==> config.mk <==
export PLATFORM = sky130hd
export DESIGN_NAME = spi_reg_bank
export DESIGN_NICKNAME = d
export VERILOG_FILES = /design/src/rtl/spi_reg_bank_pkg.sv /design/src/rtl/spi_reg_bank_sync_edge.sv /design/src/rtl/spi_reg_bank.sv
export SDC_FILE = /design/constraint.sdc
export NUM_CORES = 1
export LEC_CHECK = 0
export ABC_AREA = 1
export CAP_MARGIN = 10
export CORE_ASPECT_RATIO = 0.7
export CORE_MARGIN = 1
export CORE_UTILIZATION = 54
export DETAILED_ROUTE_END_ITERATION = 12
export GPL_TIMING_DRIVEN = 0
export PLACE_DENSITY = 0.81
export SLEW_MARGIN = 20
export SYNTH_ARGS = -nofsm -noshare
export SYNTH_HDL_FRONTEND = slang
export SYNTH_SLANG_ARGS = --single-unit
==> constraint.sdc <==
create_clock -name clk -period 3.45 [get_ports clk]
set_input_delay 0.345 -clock clk [delete_from_list [all_inputs] [get_ports clk]]
set_output_delay 0.345 -clock clk [all_outputs]
set_load 0.1 [all_outputs]
==> src/rtl/spi_reg_bank_pkg.sv <==
// Shared definitions for the SPI register bank: command codes, payload lengths
// and reset colours.
package spi_reg_bank_pkg;

  localparam int MAX_PAYLOAD = 12;
  localparam int CMD_BITS    = 4;

  localparam logic [3:0] CMD_SKY    = 4'd0;
  localparam logic [3:0] CMD_FLOOR  = 4'd1;
  localparam logic [3:0] CMD_LEAK   = 4'd2;
  localparam logic [3:0] CMD_OTHER  = 4'd3;
  localparam logic [3:0] CMD_VSHIFT = 4'd4;
  localparam logic [3:0] CMD_VINF   = 4'd5;

  localparam logic [5:0] SKY_DEFAULT   = 6'b010101;
  localparam logic [5:0] FLOOR_DEFAULT = 6'b101010;

  typedef enum logic [1:0] {
    ST_IDLE,
    ST_CMD,
    ST_DATA,
    ST_IGNORE
  } rx_state_e;

  // A zero length marks the command as invalid.
  function automatic logic [3:0] payload_len(input logic [3:0] cmd);
    case (cmd)
      CMD_SKY, CMD_FLOOR, CMD_LEAK, CMD_VSHIFT: return 4'd6;
      CMD_OTHER:                                return 4'd12;
      CMD_VINF:                                 return 4'd1;
      default:                                  return 4'd0;
    endcase
  endfunction

endpackage

==> src/rtl/spi_reg_bank_sync_edge.sv <==
// N-stage synchroniser for one asynchronous SPI pin, with rise/fall detection
// against a history flop.
module spi_sync_edge #(
  parameter int   STAGES    = 2,
  parameter logic RESET_VAL = 1'b0
) (
  input  logic clk,
  input  logic reset,
  input  logic i_async,
  output logic o_sync,
  output logic o_rise,
  output logic o_fall
);

  logic [STAGES-1:0] r_sync;
  logic              r_prev;

  always_ff @(posedge clk) begin
    if (reset) begin
      r_sync <= {STAGES{RESET_VAL}};
      r_prev <= RESET_VAL;
    end else begin
      r_sync <= {r_sync[STAGES-2:0], i_async};
      r_prev <= r_sync[STAGES-1];
    end
  end

  assign o_sync = r_sync[STAGES-1];
  assign o_rise = r_sync[STAGES-1] & ~r_prev;
  assign o_fall = ~r_sync[STAGES-1] & r_prev;

endmodule

==> src/rtl/spi_reg_bank.sv <==
// SPI-written control register bank for rbzero; writes are staged and only
// reach the outputs on the frame-boundary load strobe.
module spi_reg_bank
  import spi_reg_bank_pkg::*;
#(
  parameter int         SYNC_STAGES = 2,
  parameter logic [5:0] SKY_RESET   = SKY_DEFAULT,
  parameter logic [5:0] FLOOR_RESET = FLOOR_DEFAULT
) (
  input  logic       clk,
  input  logic       reset,
  input  logic       i_reg_csb,
  input  logic       i_reg_sclk,
  input  logic       i_reg_mosi,
  input  logic       i_load_new,
  output logic [5:0] o_sky,
  output logic [5:0] o_floor,
  output logic [5:0] o_leak,
  output logic [5:0] o_otherx,
  output logic [5:0] o_othery,
  output logic [5:0] o_vshift,
  output logic       o_vinf,
  output logic       o_cmd_done,
  output logic       o_busy
);

  logic w_csb, w_csb_rise, w_csb_fall;
  logic w_sclk_rise, w_sclk_sync_unused, w_sclk_fall_unused;
  logic w_mosi, w_mosi_rise_unused, w_mosi_fall_unused;

  spi_sync_edge #(.STAGES(SYNC_STAGES), .RESET_VAL(1'b1)) u_sync_csb (
    .clk(clk), .reset(reset), .i_async(i_reg_csb),
    .o_sync(w_csb), .o_rise(w_csb_rise), .o_fall(w_csb_fall)
  );

  spi_sync_edge #(.STAGES(SYNC_STAGES), .RESET_VAL(1'b0)) u_sync_sclk (
    .clk(clk), .reset(reset), .i_async(i_reg_sclk),
    .o_sync(w_sclk_sync_unused), .o_rise(w_sclk_rise), .o_fall(w_sclk_fall_unused)
  );

  spi_sync_edge #(.STAGES(SYNC_STAGES), .RESET_VAL(1'b0)) u_sync_mosi (
    .clk(clk), .reset(reset), .i_async(i_reg_mosi),
    .o_sync(w_mosi), .o_rise(w_mosi_rise_unused), .o_fall(w_mosi_fall_unused)
  );

  rx_state_e              r_state;
  logic [3:0]             r_cnt;
  logic [3:0]             r_len;
  logic [3:0]             r_cmd;
  logic [MAX_PAYLOAD-1:0] r_shift;
  logic [MAX_PAYLOAD-1:0] r_commit_data;
  logic [MAX_PAYLOAD-1:0] w_shift_next;

  assign w_shift_next = {r_shift[MAX_PAYLOAD-2:0], w_mosi};
  assign o_busy       = ~w_csb;

  // Receive FSM. A finished payload is held in r_commit_data and committed to
  // staging one clk later, the same clk o_cmd_done is high.
  always_ff @(posedge clk) begin
    if (reset) begin
      r_state       <= ST_IDLE;
      r_cnt         <= '0;
      r_len         <= '0;
      r_cmd         <= '0;
      r_shift       <= '0;
      r_commit_data <= '0;
      o_cmd_done    <= 1'b0;
    end else begin
      o_cmd_done <= 1'b0;
      if (w_csb_rise) begin
        r_state <= ST_IDLE;
        r_cnt   <= '0;
      end else begin
        unique case (r_state)
          ST_IDLE: begin
            r_cnt <= '0;
            if (w_csb_fall) begin
              r_state <= ST_CMD;
              r_shift <= '0;
            end
          end
          ST_CMD: begin
            if (w_sclk_rise) begin
              r_shift <= w_shift_next;
              if (r_cnt == 4'(CMD_BITS - 1)) begin
                r_cnt   <= '0;
                r_cmd   <= w_shift_next[3:0];
                r_len   <= payload_len(w_shift_next[3:0]);
                r_state <= (payload_len(w_shift_next[3:0]) != 4'd0) ? ST_DATA : ST_IGNORE;
              end else begin
                r_cnt <= r_cnt + 4'd1;
              end
            end
          end
          ST_DATA: begin
            if (w_sclk_rise) begin
              r_shift <= w_shift_next;
              if (r_cnt == r_len - 4'd1) begin
                r_cnt         <= '0;
                r_commit_data <= w_shift_next;
                o_cmd_done    <= 1'b1;
                r_state       <= ST_IGNORE;
              end else begin
                r_cnt <= r_cnt + 4'd1;
              end
            end
          end
          ST_IGNORE: begin
            r_cnt <= '0;
          end
          default: r_state <= ST_IDLE;
        endcase
      end
    end
  end

  logic [5:0] r_buf_sky, r_buf_floor, r_buf_leak, r_buf_otherx, r_buf_othery, r_buf_vshift;
  logic       r_buf_vinf;
  logic [5:0] r_pending;

  // Apply uses the pending flags as they stood before this clk's commit, so a
  // write committing alongside i_load_new waits for the next frame.
  always_ff @(posedge clk) begin
    if (reset) begin
      o_sky        <= SKY_RESET;
      o_floor      <= FLOOR_RESET;
      o_leak       <= '0;
      o_otherx     <= '0;
      o_othery     <= '0;
      o_vshift     <= '0;
      o_vinf       <= 1'b0;
      r_buf_sky    <= '0;
      r_buf_floor  <= '0;
      r_buf_leak   <= '0;
      r_buf_otherx <= '0;
      r_buf_othery <= '0;
      r_buf_vshift <= '0;
      r_buf_vinf   <= 1'b0;
      r_pending    <= '0;
    end else begin
      if (i_load_new) begin
        if (r_pending[0]) o_sky   <= r_buf_sky;
        if (r_pending[1]) o_floor <= r_buf_floor;
        if (r_pending[2]) o_leak  <= r_buf_leak;
        if (r_pending[3]) begin
          o_otherx <= r_buf_otherx;
          o_othery <= r_buf_othery;
        end
        if (r_pending[4]) o_vshift <= r_buf_vshift;
        if (r_pending[5]) o_vinf   <= r_buf_vinf;
        r_pending <= '0;
      end
      if (o_cmd_done) begin
        case (r_cmd)
          CMD_SKY: begin
            r_buf_sky    <= r_commit_data[5:0];
            r_pending[0] <= 1'b1;
          end
          CMD_FLOOR: begin
            r_buf_floor  <= r_commit_data[5:0];
            r_pending[1] <= 1'b1;
          end
          CMD_LEAK: begin
            r_buf_leak   <= r_commit_data[5:0];
            r_pending[2] <= 1'b1;
          end
          CMD_OTHER: begin
            r_buf_otherx <= r_commit_data[11:6];
            r_buf_othery <= r_commit_data[5:0];
            r_pending[3] <= 1'b1;
          end
          CMD_VSHIFT: begin
            r_buf_vshift <= r_commit_data[5:0];
            r_pending[4] <= 1'b1;
          end
          CMD_VINF: begin
            r_buf_vinf   <= r_commit_data[0];
            r_pending[5] <= 1'b1;
          end
          default: ;
        endcase
      end
    end
  end

endmodule
==> impl_metrics.env <==
export IMPL_synth_most_common_cell="sky130_fd_sc_hd__dfxtp_1"
export IMPL_clock_tree_buffer_depth=2
export IMPL_worstSetupStartpointType="flop"
export IMPL_max_vdd_ir_drop_uv=524
export IMPL_syn_to_final_growth_pct=24.9
export IMPL_dieHeight_um=80.6
export IMPL_tightest_slew_ns=0.981
export IMPL_rsz_0062_raised_after_global_routing="no"
export IMPL_design_core_area_mm2=0.00851
export IMPL_count_of_mapped_cells_out_of_synthesis=602
export IMPL_dpl_instance_area_mm2=0.00533
export IMPL_fin_crit_sh_pct=67.5
export IMPL_grt_first_pass_wirelength_um=18200
export IMPL_final_period_minus_worst_setup_slack_ns=2.33
export IMPL_synth_seq_area_share_pct=53.0
export IMPL_report_final_setup_viol=0
export IMPL_diodes=0
export IMPL_pre_antenna_drt_iters=5
export IMPL_async_reset_ff_share_pct=0
export IMPL_grt_start_max_net_pins=17
export IMPL_clock_buffers_created_by_tritoncts=17
export IMPL_syn_area_per_cell_um2=7.91
export IMPL_p_comb_share_pct=7.8
export IMPL_cts_tree="built"
export IMPL_critical_path_slowest_cell="sky130_fd_sc_hd__clkdlybuf4s50_1"
export IMPL_final_hold_worst_slack_ns=0.268
export IMPL_internal_power_w=0.00276
export IMPL_routed_via_count=4185
export IMPL_critical_path_cell_count=2
export IMPL_finish_cell_count_without_fillers=795
export IMPL_cts_num_sinks=126
export IMPL_cell_type_group_with_the_largest_total_delay_on_the_critical_path="buffers and inverters"
export IMPL_area_of_the_mapped_netlist_mm2=0.00476
export IMPL_pin_count=45
export IMPL_crit_path_max_fanout=4
export IMPL_final_nets=674
export IMPL_critical_path_startpoint="u_sync_csb.r_sync[1]"
export IMPL_initial_core_util_pct=56.0
export IMPL_ys_warnings_count=0
export IMPL_total_switching_power_w=0.000841
export IMPL_report_final_slew_viol_count=0
export IMPL_die_width_um=114
export IMPL_gp_congestion=0.800
export IMPL_clock_latency_on_the_worst_skew_pair_ns=0.42
export IMPL_hold_viol_final=0
export IMPL_grt_overflow_total=0
export IMPL_power_density_mw_per_mm2=605
export IMPL_power_clock_fraction_pct=50.8
export IMPL_yosys_cell_types_count=33
export IMPL_rr_startpoint="r_len[0]"
export IMPL_fraction_of_final_layout_cells_with_drive_strength_greater_than_1_pct=8.15
export IMPL_netlist_top_cell_by_area="sky130_fd_sc_hd__dfxtp_1"
export IMPL_arrival_ns=1.98
export IMPL_synth_top_cell_area_share_pct=53.0
export IMPL_hold_path_startpoint="reset"
export IMPL_timing_critical_path_to_type="output pin"
export IMPL_drt_initial_drc_count=361
export IMPL_ys_top_cells_by_count="126 x sky130_fd_sc_hd__dfxtp_1, 91 x sky130_fd_sc_hd__nand2_1, 84 x sky130_fd_sc_hd__a21oi_1"
export IMPL_post_cts_resized_instances=0
export IMPL_ys_ff_latch=126
export IMPL_half_perimeter_wire_length_after_detailed_placement_um=7480
export IMPL_postRouteWirelength_um=11200
export IMPL_std_cell_rows=28
export IMPL_antenna_found_initial=0
export IMPL_synth_area_top_cells="sky130_fd_sc_hd__dfxtp_1 53%, sky130_fd_sc_hd__a21oi_1 8.8%, sky130_fd_sc_hd__o21ai_0 7.7%, sky130_fd_sc_hd__nand2_1 7.2%, sky130_fd_sc_hd__inv_1 5.3%"
export IMPL_first_global_vias=3947
export IMPL_synthesis_nets=613
export IMPL_cp_num_buf_inv=2
export IMPL_cts_clk_slew_worst_paths_ns=0.05
export IMPL_max_slew_margin_rel_pct=34.4
export IMPL_drv_cap=0
export IMPL_critical_path_class="reg -> out"
export IMPL_ant_nets=0
export IMPL_dp_cells=764
export IMPL_drc=0
export IMPL_reg2reg_depth=11
export IMPL_cpPeakStageDelay_ns=1.16
export IMPL_grt_use_total_pct=26.0
export IMPL_postLayoutCellArea_mm2=0.00595
export IMPL_min_path_type="in -> reg"
export IMPL_power_sequential_fraction_pct=41.4
export IMPL_wire_per_inst_um=14.0
export IMPL_die_area_mm2=0.00921
export IMPL_post_cts_hold_buffer_count=0
export IMPL_critical_path_cell_sequence="inv_1, clkdlybuf4s50_1"
export IMPL_final_setup_skew_ns=0.0169
export IMPL_avgViaCountPerCell=5.26
export IMPL_cts_root_buf="sky130_fd_sc_hd__clkbuf_16"
export IMPL_run_status="finished clean"
export IMPL_cp_required_ns=3.11
export IMPL_synth_edf_count=0
export IMPL_sw_frac_of_total_pct=23.3
export IMPL_cts_htree_levels=4
export IMPL_total_leakage_power_nw=2.39
export IMPL_clock_fmax_ghz=0.430
export IMPL_port_buffers=42
export IMPL_tns_ns=0
export IMPL_post_cts_setup_buffers=0
export IMPL_worst_hold_path_num_cells=2
export IMPL_dominant_register_cell_in_the_synthesized_netlist="sky130_fd_sc_hd__dfxtp_1"
-- worst paths after layout --
path | end | slack (ns)
setup / recovery | o_busy | 1.12
hold / removal | r_shift[10] | 0.27
setup reg to reg | r_commit_data[10] | 1.60
hold reg to reg | u_sync_sclk.r_sync[1] | 0.41
-- cell type report --
class | count | area (µm²)
fillers | 662 | 2560
flip-flops and latches | 126 | 2520
multi-input cells | 380 | 1850
clock buffers | 22 | 484
repair buffers | 42 | 420
inverters | 69 | 260
well taps | 120 | 150
clock inverters | 9 | 133
plain buffers | 27 | 126
-- layout by cell type, fill, tap and decap left out, types with 2 or more instances in the layout --
master and instances:
sky130_fd_sc_hd__clkbuf_16 17, sky130_fd_sc_hd__nor2_1 67, sky130_fd_sc_hd__nand3b_1 6, sky130_fd_sc_hd__buf_4 2, sky130_fd_sc_hd__or2_2 2, sky130_fd_sc_hd__a211oi_1 2, sky130_fd_sc_hd__nand2_1 91, sky130_fd_sc_hd__nor2_2 3
sky130_fd_sc_hd__nand3_1 24, sky130_fd_sc_hd__ha_1 5, sky130_fd_sc_hd__o211ai_1 4, sky130_fd_sc_hd__nor2_4 2, sky130_fd_sc_hd__xnor2_1 2, sky130_fd_sc_hd__nand4_1 2, sky130_fd_sc_hd__clkinv_2 3, sky130_fd_sc_hd__o21ai_0 73
sky130_fd_sc_hd__clkbuf_8 4, sky130_fd_sc_hd__bufinv_16 3, sky130_fd_sc_hd__clkinvlp_4 2, sky130_fd_sc_hd__a21oi_1 84, sky130_fd_sc_hd__clkdlybuf4s50_1 42, sky130_fd_sc_hd__dfxtp_1 126, sky130_fd_sc_hd__clkbuf_1 15, sky130_fd_sc_hd__buf_1 2
sky130_fd_sc_hd__inv_1 67, sky130_fd_sc_hd__nor3_1 3, sky130_fd_sc_hd__xor2_1 2, sky130_fd_sc_hd__buf_2 8
-- power by group through the flow --
stage | registers, W | clock network, W | logic, W
after global placement | 0.00152 | 0 | 0.000259
after global routing | 0.00149 | 0.00191 | 0.000311
after CTS | 0.00149 | 0.00184 | 0.000275
after floorplan | 0.00152 | 0 | 0.000206
after detailed placement | 0.00152 | 0 | 0.000273
final | 0.00149 | 0.00183 | 0.000281
-- per-stage QoR --
step | setup slack, ns | utilization [%] | total power, W
global route | 1.05 | 69.9 | 0.00372
detailed placement | 1.55 | 62.7 | 0.00180
CTS | 1.10 | 69.9 | 0.00361
global placement | 1.58 | 62.7 | 0.00178
floorplan | 1.48 | - | 0.00172
finish | 1.12 | 69.9 | 0.00360
-- cell families after synthesis --
| group | Yosys count | share of synthesized area (%) |
|---|---|---|
| and+or+nand+nor | 207 | 19.3 |
| AOI/OAI and AO/OA | 164 | 17.6 |
| DFF | 126 | 53.0 |
| xor gates and xnor gates | 4 | 0.736 |
| buffers and inverters | 96 | 8.12 |
| adders and majority gates | 5 | 1.31 |
-- layer usage --
metal	track usage, %	wire, µm	share of wire (%)
met1	31.4	5030	45
met5	0	0	0
met2	42.5	5260	47
met4	9.09	143	1.3
met3	9.74	725	6.5
-- flip-flops by register name (all words and copies together), names as in the netlist, 4 cells and up --
register and cells:
o_floor 6, o_leak 6, o_otherx 6, o_othery 6, o_sky 6, o_vshift 6
r_buf_floor 6, r_buf_leak 6, r_buf_otherx 6, r_buf_othery 6, r_buf_sky 6, r_buf_vshift 6
r_cmd 4, r_cnt 4, r_commit_data 12, r_len 4, r_pending 6, r_shift 11
No activity file was read; power rests on OpenSTA's default activity.
